$ cat src/rtl/ball_pkg.sv
// ============================================================================
// Module      : ball_pkg
// Description : Shared constants for the ball renderer pipeline.
// Revision    : 1.0 - initial release
// ============================================================================
`default_nettype none

package ball_pkg;

    localparam int c_latency = 3;
    localparam int c_color_w = 3;

    localparam int c_out_v = 3;
    localparam int c_out_r = 2;
    localparam int c_out_g = 1;
    localparam int c_out_b = 0;

    // Index width that stays legal for a single-channel build.
    function automatic int idx_w(input int n);
        return (n > 1) ? $clog2(n) : 1;
    endfunction

endpackage

`default_nettype wire

$ cat src/rtl/ball_hit_test.sv
// ============================================================================
// Module      : ball_hit_test
// Description : Two-stage distance test of one pixel against one ball.
// Revision    : 1.0 - initial release
// ============================================================================
`default_nettype none

module ball_hit_test
    import ball_pkg::*;
#(
    parameter int HW = 12,
    parameter int VW = 11,
    parameter int CW = 10,
    parameter int RW = 6
) (
    input  logic          clk,
    input  logic          rst_n,
    input  logic [HW-1:0] hcounter,
    input  logic [VW-1:0] vcounter,
    input  logic [CW-1:0] x,
    input  logic [CW-1:0] y,
    input  logic [RW-1:0] radius,
    input  logic          act,
    output logic          hit
);

    localparam int c_dw = ((HW > VW) ? HW : VW) + 1;
    localparam int c_sw = 2 * c_dw + 1;

    logic [c_dw-1:0] w_h, w_v, w_x, w_y;
    logic signed [c_dw-1:0] r_dx, r_dy;
    logic [RW-1:0] r_rad;
    logic          r_act;

    // Zero-extend before subtracting so edge coordinates never wrap.
    assign w_h = c_dw'(hcounter);
    assign w_v = c_dw'(vcounter);
    assign w_x = c_dw'(x);
    assign w_y = c_dw'(y);

    always_ff @(posedge clk or negedge rst_n) begin
        if (!rst_n) begin
            r_dx  <= '0;
            r_dy  <= '0;
            r_rad <= '0;
            r_act <= 1'b0;
        end else begin
            r_dx  <= $signed(w_h - w_x);
            r_dy  <= $signed(w_v - w_y);
            r_rad <= radius;
            r_act <= act;
        end
    end

    logic signed [2*c_dw-1:0] w_dxe, w_dye, w_dx2, w_dy2;
    logic [c_sw-1:0] w_sum, w_r2;

    assign w_dxe = (2*c_dw)'(r_dx);
    assign w_dye = (2*c_dw)'(r_dy);
    assign w_dx2 = w_dxe * w_dxe;
    assign w_dy2 = w_dye * w_dye;
    assign w_sum = c_sw'($unsigned(w_dx2)) + c_sw'($unsigned(w_dy2));
    assign w_r2  = c_sw'(r_rad) * c_sw'(r_rad);

    always_ff @(posedge clk or negedge rst_n) begin
        if (!rst_n) begin
            hit <= 1'b0;
        end else begin
            hit <= r_act && (w_sum <= w_r2);
        end
    end

endmodule

`default_nettype wire

$ cat src/rtl/ball_renderer.sv
// ============================================================================
// Module      : ball_renderer
// Description : Per-pixel ball overlay with frame-synchronous shadow registers.
// Revision    : 1.0 - initial release
// ============================================================================
`default_nettype none

module ball_renderer
    import ball_pkg::*;
#(
    parameter int CNT = 3,
    parameter int HW  = 12,
    parameter int VW  = 11,
    parameter int CW  = 10,
    parameter int RW  = 6
) (
    input  logic                     clk,
    input  logic                     rst_n,
    input  logic                     frame_start,
    input  logic                     pix_valid,
    input  logic [HW-1:0]            hcounter,
    input  logic [VW-1:0]            vcounter,
    input  logic [CNT*CW-1:0]        xs,
    input  logic [CNT*CW-1:0]        ys,
    input  logic [CNT*RW-1:0]        radii,
    input  logic [CNT*c_color_w-1:0] colors,
    input  logic [CNT-1:0]           active,
    output logic                     out_valid,
    output logic [3:0]               out,
    output logic [idx_w(CNT)-1:0]    hit_idx
);

    localparam int c_iw = idx_w(CNT);

    logic [CNT*CW-1:0]        r_xs, r_ys;
    logic [CNT*RW-1:0]        r_radii;
    logic [CNT*c_color_w-1:0] r_colors;
    logic [CNT-1:0]           r_active;

    always_ff @(posedge clk or negedge rst_n) begin
        if (!rst_n) begin
            r_xs     <= '0;
            r_ys     <= '0;
            r_radii  <= '0;
            r_colors <= '0;
            r_active <= '0;
        end else if (frame_start) begin
            r_xs     <= xs;
            r_ys     <= ys;
            r_radii  <= radii;
            r_colors <= colors;
            r_active <= active;
        end
    end

    logic [CNT-1:0] w_hit;

    generate
        for (genvar gi = 0; gi < CNT; gi++) begin : g_ch
            ball_hit_test #(
                .HW (HW),
                .VW (VW),
                .CW (CW),
                .RW (RW)
            ) u_hit (
                .clk      (clk),
                .rst_n    (rst_n),
                .hcounter (hcounter),
                .vcounter (vcounter),
                .x        (r_xs[gi*CW +: CW]),
                .y        (r_ys[gi*CW +: CW]),
                .radius   (r_radii[gi*RW +: RW]),
                .act      (r_active[gi]),
                .hit      (w_hit[gi])
            );
        end
    endgenerate

    // Colors ride alongside the pixel so a mid-stream reload cannot recolor it.
    logic                     r_pv1, r_pv2;
    logic [CNT*c_color_w-1:0] r_col1, r_col2;

    always_ff @(posedge clk or negedge rst_n) begin
        if (!rst_n) begin
            r_pv1  <= 1'b0;
            r_pv2  <= 1'b0;
            r_col1 <= '0;
            r_col2 <= '0;
        end else begin
            r_pv1  <= pix_valid;
            r_pv2  <= r_pv1;
            r_col1 <= r_colors;
            r_col2 <= r_col1;
        end
    end

    logic [c_iw-1:0]      w_idx;
    logic [c_color_w-1:0] w_rgb;
    logic [3:0]           w_out;

    always_comb begin
        w_idx = '0;
        w_rgb = '0;
        w_out = '0;
        for (int i = CNT - 1; i >= 0; i--) begin
            if (w_hit[i]) begin
                w_idx = c_iw'(i);
                w_rgb = r_col2[i*c_color_w +: c_color_w];
            end
        end
        if (r_pv2 && (|w_hit)) begin
            w_out[c_out_v] = 1'b1;
            w_out[c_out_r] = w_rgb[2];
            w_out[c_out_g] = w_rgb[1];
            w_out[c_out_b] = w_rgb[0];
        end
    end

    always_ff @(posedge clk or negedge rst_n) begin
        if (!rst_n) begin
            out       <= '0;
            hit_idx   <= '0;
            out_valid <= 1'b0;
        end else begin
            out       <= w_out;
            hit_idx   <= (r_pv2 && (|w_hit)) ? w_idx : '0;
            out_valid <= r_pv2;
        end
    end

endmodule

`default_nettype wire
$ cat config.mk
export PLATFORM = sky130hd
export DESIGN_NAME = ball_renderer
export DESIGN_NICKNAME = d
export VERILOG_FILES = /design/src/rtl/ball_pkg.sv /design/src/rtl/ball_hit_test.sv /design/src/rtl/ball_renderer.sv
export SDC_FILE = /design/constraint.sdc
export NUM_CORES = 2
export LEC_CHECK = 0
export ABC_AREA = 1
export BUFFER_PORTS_ARGS = -buffer_cell sky130_fd_sc_hd__clkbuf_2
export CORE_UTILIZATION = 50
export CTS_BUF_LIST = sky130_fd_sc_hd__clkbuf_8
export DETAILED_ROUTE_END_ITERATION = 16
export HOLD_SLACK_MARGIN = 0.06
export PLACE_DENSITY_LB_ADDON = 0.08
export SYNTH_ARGS = -nofsm -noshare
export SYNTH_HDL_FRONTEND = slang
export SYNTH_HIERARCHICAL = 1
export SYNTH_SLANG_ARGS = --single-unit
$ cat constraint.sdc
create_clock -name clk -period 11.9 [get_ports clk]
set_input_delay 1.19 -clock clk [delete_from_list [all_inputs] [get_ports clk]]
set_output_delay 1.19 -clock clk [all_outputs]
set_load 0.05 [all_outputs]
# After elaboration in Yosys (flattened, before gate mapping)
# Index checks and enable logic that the tools add are counted.
totals:
  out_inout_bits: 7
  ff_bits: 216
classes:
  n_reduce_logical: 5
  add_sub_neg: 9
  n_mul: 9
  n_lt_le_gt_ge: 3
  muxes: 8
op_table:
  columns: ["cell", "count"]
  rows:
  - ["adder 26 x 26 -> 27 bit", 3]
  - ["less-or-equal comparator 27 x 12 -> 1 bit", 3]
  - ["multiplier 13 x 13 -> 26 bit", 3]
  - ["multiplier 12 x 12 -> 24 bit", 3]
  - ["subtractor 12 x 10 -> 13 bit", 3]
  - ["multiplier 6 x 6 -> 12 bit", 3]
  - ["subtractor 11 x 10 -> 12 bit", 3]
  - ["two-way mux 3 bit", 3]
  - ["two-way mux 2 bit", 4]
  - ["logical AND 1 bit", 4]
  - ["two-way mux 4 bit", 1]
  - ["OR reduction 3 bit", 1]

# Longest topological paths before layout
logic_depth:
  ltp_word: 4
  ltp_mapped: 41

# Cells and area by module
# The synthesis kept the hierarchy.
by_module_without_submodules:
  columns: ["mod", "area_each_um2", "instances", "cells_each"]
  rows:
  - ["ball_hit_test at g_ch[0].u_hit", 15108.2, 1, 1903]
  - ["ball_hit_test at g_ch[2].u_hit", 15063.2, 1, 1910]
  - ["ball_hit_test at g_ch[1].u_hit", 15030.7, 1, 1906]
  - ["ball_renderer", 4594.4, 1, 248]

# Worst setup path after synthesis
# OpenSTA, ideal clock, no wires.
synth_timing:
  path_type: "register to register"
  startpoint: "reg g_ch[0].u_hit.r_dx[12]"
  endpoint: "reg g_ch[0].u_hit.hit"
  stages_incl_launch_ff: 37
  n_path_buf: 2
  arrival_time_ns: 6.944
  period_less_slack_ns: 7.015
  setup_slack_ns: 4.885
  setup_time_ns: 0.072
  path_cell_list: "dfrtp_1 > clkbuf_1 > clkbuf_1 > nand2_1 > fa_1 > inv_1 > fa_1 > inv_1 > fa_1 > inv_1 > fa_1 > inv_1 > fa_1 > inv_1 > ha_1 > ha_1 > inv_1 > o21ai_0 > nor2_1 > nand2_1 > a31oi_1 > o21ai_0 > a21oi_1 > xnor2_1 > ha_1 > nand2_1 > nor4_1 > nand4_1 > nand3_1 > nand2_1 > inv_1 > o21ai_0 > nor2_1 > nand4_1 > nor2_1 > nand4_1 > nor2_1"
synth_via:
  elab_chain_len: 4
synth_rtl:
  columns: ["item", "line", "source"]
  rows:
  - ["start: declaration", "ball_hit_test.sv:31", "logic signed [c_dw-1:0] r_dx, r_dy;"]
  - ["start signal: assignment", "ball_hit_test.sv:48", "r_dx <= $signed(w_h - w_x);"]
  - ["multiplier 13 x 13 -> 26 bit", "ball_hit_test.sv:60", "assign w_dx2 = w_dxe * w_dxe;"]
  - ["adder 26 x 26 -> 27 bit", "ball_hit_test.sv:62", "assign w_sum = c_sw'($unsigned(w_dx2)) + c_sw'($unsigned(w_dy2));"]
  - ["less-or-equal comparator 27 x 12 -> 1 bit", "ball_hit_test.sv:69", "hit <= r_act && (w_sum <= w_r2);"]
  - ["logical AND 1 bit", "ball_hit_test.sv:69", null]
  - ["end signal: assignment", "ball_hit_test.sv:69", null]
  - ["end: declaration", "ball_hit_test.sv:24", "output logic hit"]
# Every way passes these cells.
# A chain may end at the register's enable or synchronous reset.

# Worst setup path in the final report
# Ends and elaborated chain as after synthesis.

==> results.py <==
metrics = {
    "worst_hold_path": {
        "hold_start": "r_col1[3]$_DFF_PN0_",
        "min_path_type": "flop to flop",
        "min_to": "r_col2[3]$_DFF_PN0_",
        "min_path_cells": 0,
    },
    "global_routing": {
        "grt_use_total": 0.225,
        "first_global_vias": 38600,
        "grt_max_degree": 79,
        "antenna_found_initial": 3,
        "grt_pass1_wl_um": 185000,
        "gr-total-overflow": 0,
    },
    "timing": {
        "worst_slew_pin_slew_ns": 1.05,
        "rsz0062_at_grt": "false",
        "period_needed_ns": 7.95,
        "final-max-slew-violation-count": 0,
        "slew_headroom": 0.299,
        "fin_ws_ns": 3.95,
        "clock.fmax_mhz": 126,
        "hold_viol": 0,
        "fin_skew_ns": 0.0369,
        "min_period_over_period": 0.668,
        "tns_ns": 0,
        "hold_ws_ns": 0.346,
        "finalSetupViolations": 0,
    },
    "yosys": {
        "synth_nets": 7503,
        "ys.flop_type": "dfrtp_1",
        "synth.distinct_cells": 57,
        "syn_inst": 5967,
        "async_flop_share": 1.00,
        "synth_area_um2": 49800,
        "synth_warnings": 6,
        "synth_seq_cells": 216,
        "seq_area_frac_synth": 0.109,
        "synth.avg_cell_area_um2": 8.35,
        "synth_edf_count": 0,
    },
    "final_layout": {
        "final_nets": 7585,
        "layout.cells.non_filler": 7372,
        "fillers": 9509,
        "area_growth_pct": 5.51,
        "drive_above_1_share": 0.0644,
    },
    "floorplan": {
        "die_h_um": 318,
        "num_rows": 115,
        "core_um2": 98600,
        "die_area_um2": 101000,
        "initial_core_util": 0.505,
        "die_width_um": 318,
        "io_pins": 124,
    },
    "drt": {
        "drt_iter0_drc": 1548,
        "postRouteAntennaNets": 0,
        "routedWlPerCell_um": 14.4,
        "drtPass1Iterations": 7,
        "vias_per_cell": 4.89,
        "vias": 36000,
        "totalWireLength_um": 106000,
        "drc_errors": 0,
    },
    "place": {
        "gp_congestion": 0.907,
        "port_buffers": 123,
        "dp.cells": 7291,
        "dp_slack_ns": 3.93,
        "hpwl_um": 90500,
    },
    "status": {
        "status": "finished, final reports clean",
    },
    "clocking": {
        "clock_latency_ns": 0.71,
        "cts_resized": 0,
        "clockRootBuffer": "clkbuf_8",
        "cts_setup_buffers": 0,
        "cts_tree": "built",
        "numCtsBuffers": 43,
        "htreeDepth": 2,
        "clock-sinks": 216,
        "cts_hold_buf": 0,
        "clockBufferDepth": 3,
        "clk_pin_slew_ns": 0.07,
    },
    "setup_path": {
        "start_kind": "flop",
        "cp_max_fo": 20,
        "r2r_cells": 33,
        "r2r-start": "g_ch[0].u_hit/r_dx[12]$_DFF_PN0_",
        "critPathCaptureType": "flop",
        "path_class": "flop to flop",
        "worstReg2RegEnd": "g_ch[0].u_hit/hit$_DFF_PN0_",
        "crit_path_max_incr_delay_ns": 0.81,
        "crit_required_ns": 12.53,
        "r2r_setup_slack_ns": 3.95,
        "cp.arrival_ns": 8.58,
        "slowest_stage": "dfrtp_1",
    },
    "job": {
        "cap_violations": 0,
    },
}
-- layout by cell type, fill, tap and decap left out, types with 12 or more instances in the layout --
cell / count
a21oi_1: 241
nor3_1: 18
a21o_1: 21
ha_1: 588
fa_1: 831
clkbuf_2: 121
o21ai_1: 12
o21bai_1: 31
nand4_1: 51
dfrtp_1: 216
xnor2_1: 123
nor2_1: 256
nand3_1: 128
nand2_2: 31
nand3_2: 12
nand2_1: 1105
mux2_4: 90
xor2_1: 156
or2_2: 16
clkbuf_8: 56
nand3b_1: 15
inv_1: 1749
o21ai_0: 81
a31oi_1: 14
-- through the flow --
stage / cell area (um^2) / util
after floorplan: 49800 / -
after global placement: 51600 / 0.523
after detailed placement: 51600 / 0.523
after CTS: 52500 / 0.533
after global routing: 52500 / 0.533
final: 52500 / 0.533
-- per-layer routing --
layer	wire length, um	GRT usage	up-vias
met4	2990	0.0665	4
met1	45400	0.285	17600
met2	53800	0.405	468
met3	3510	0.0208	151
met5	27	0	-
li1	-	-	17800
-- worst max-delay path: cells and delay by family, from the launching register on --
| kind | cells | cell delay (ns) |
|---|---|---|
| fa+ha+maj | 8 | 3.58 |
| xor+xnor | 2 | 0.24 |
| flops | 1 | 0.81 |
| compound gates | 5 | 0.98 |
| simple gates | 14 | 1.86 |
| buf+inv | 4 | 0.41 |
-- state kept, by name (all words and copies together) (netlist names), 3 cells and up --
register / cells
g_ch.u_hit/hit: 3
g_ch.u_hit/r_act: 3
g_ch.u_hit/r_dx: 39
g_ch.u_hit/r_dy: 36
g_ch.u_hit/r_rad: 18
out: 4
r_active: 3
r_col1: 9
r_col2: 9
r_colors: 9
r_radii: 18
r_xs: 30
r_ys: 30
-- kinds of logic after synthesis --
kind of cell / after synthesis / synth area share
XOR/XNOR: 279 / 0.0491
flip-flops: 216 / 0.109
adder cells (fa/ha/maj): 1419 / 0.482
AO/OA/AOI/OAI: 444 / 0.0506
other: 3 / 0.000226
AND/OR/NAND/NOR: 1668 / 0.140
multiplexers: 90 / 0.0271
buffers and inverters: 1848 / 0.142
-- synthesized netlist by cell type (16+ instances only) --
cell	n	area share
o21bai_1	31	0.0047
mux2_4	90	0.027
nand2_1	1105	0.083
inv_1	1742	0.13
xnor2_1	123	0.022
xor2_1	156	0.027
a21oi_1	241	0.024
dfrtp_1	216	0.11
clkbuf_1	80	0.0060
o21ai_0	81	0.0081
nand2_2	31	0.0039
nand4_1	51	0.0064
fa_1	831	0.33
or2_2	16	0.0020
nor2_1	256	0.019
a21o_1	21	0.0032
nor3_1	18	0.0018
ha_1	588	0.15
nand3_1	128	0.013
-- cell type report --
type / instances / area (um^2) / share of cell area
Clock inverter: 24 / 189 / 0.00360
Inverter: 1758 / 6600 / 0.126
Clock buffer: 56 / 771 / 0.0147
Tap cell: 1287 / 1610 / 0.0306
Antenna cell: 1 / 2.50 / 0.0000476
Timing Repair Buffer: 127 / 662 / 0.0126
Sequential cell: 216 / 5410 / 0.103
Multi-Input combinational cell: 3903 / 37300 / 0.710
-- how the worst max path moves through the flow --
stage | from | end | slack, ns | depth (start not counted)
after global placement | g_ch[0].u_hit/r_dx[12]$_DFF_PN0_ | g_ch[0].u_hit/hit$_DFF_PN0_ | 4.07 | 33
after floorplan | g_ch[0].u_hit/r_dx[12]$_DFF_PN0_ | g_ch[0].u_hit/hit$_DFF_PN0_ | 4.88 | 36
after CTS | g_ch[0].u_hit/r_dx[12]$_DFF_PN0_ | g_ch[0].u_hit/hit$_DFF_PN0_ | 3.95 | 33
final | g_ch[0].u_hit/r_dx[12]$_DFF_PN0_ | g_ch[0].u_hit/hit$_DFF_PN0_ | 3.95 | 33
after detailed placement | g_ch[0].u_hit/r_dx[12]$_DFF_PN0_ | g_ch[0].u_hit/hit$_DFF_PN0_ | 3.93 | 33
after global routing | g_ch[0].u_hit/r_dx[12]$_DFF_PN0_ | g_ch[0].u_hit/hit$_DFF_PN0_ | 3.36 | 33
Power is not shown: default switching activity piles up to over one toggle a cycle in this logic, so the estimate is an artifact.
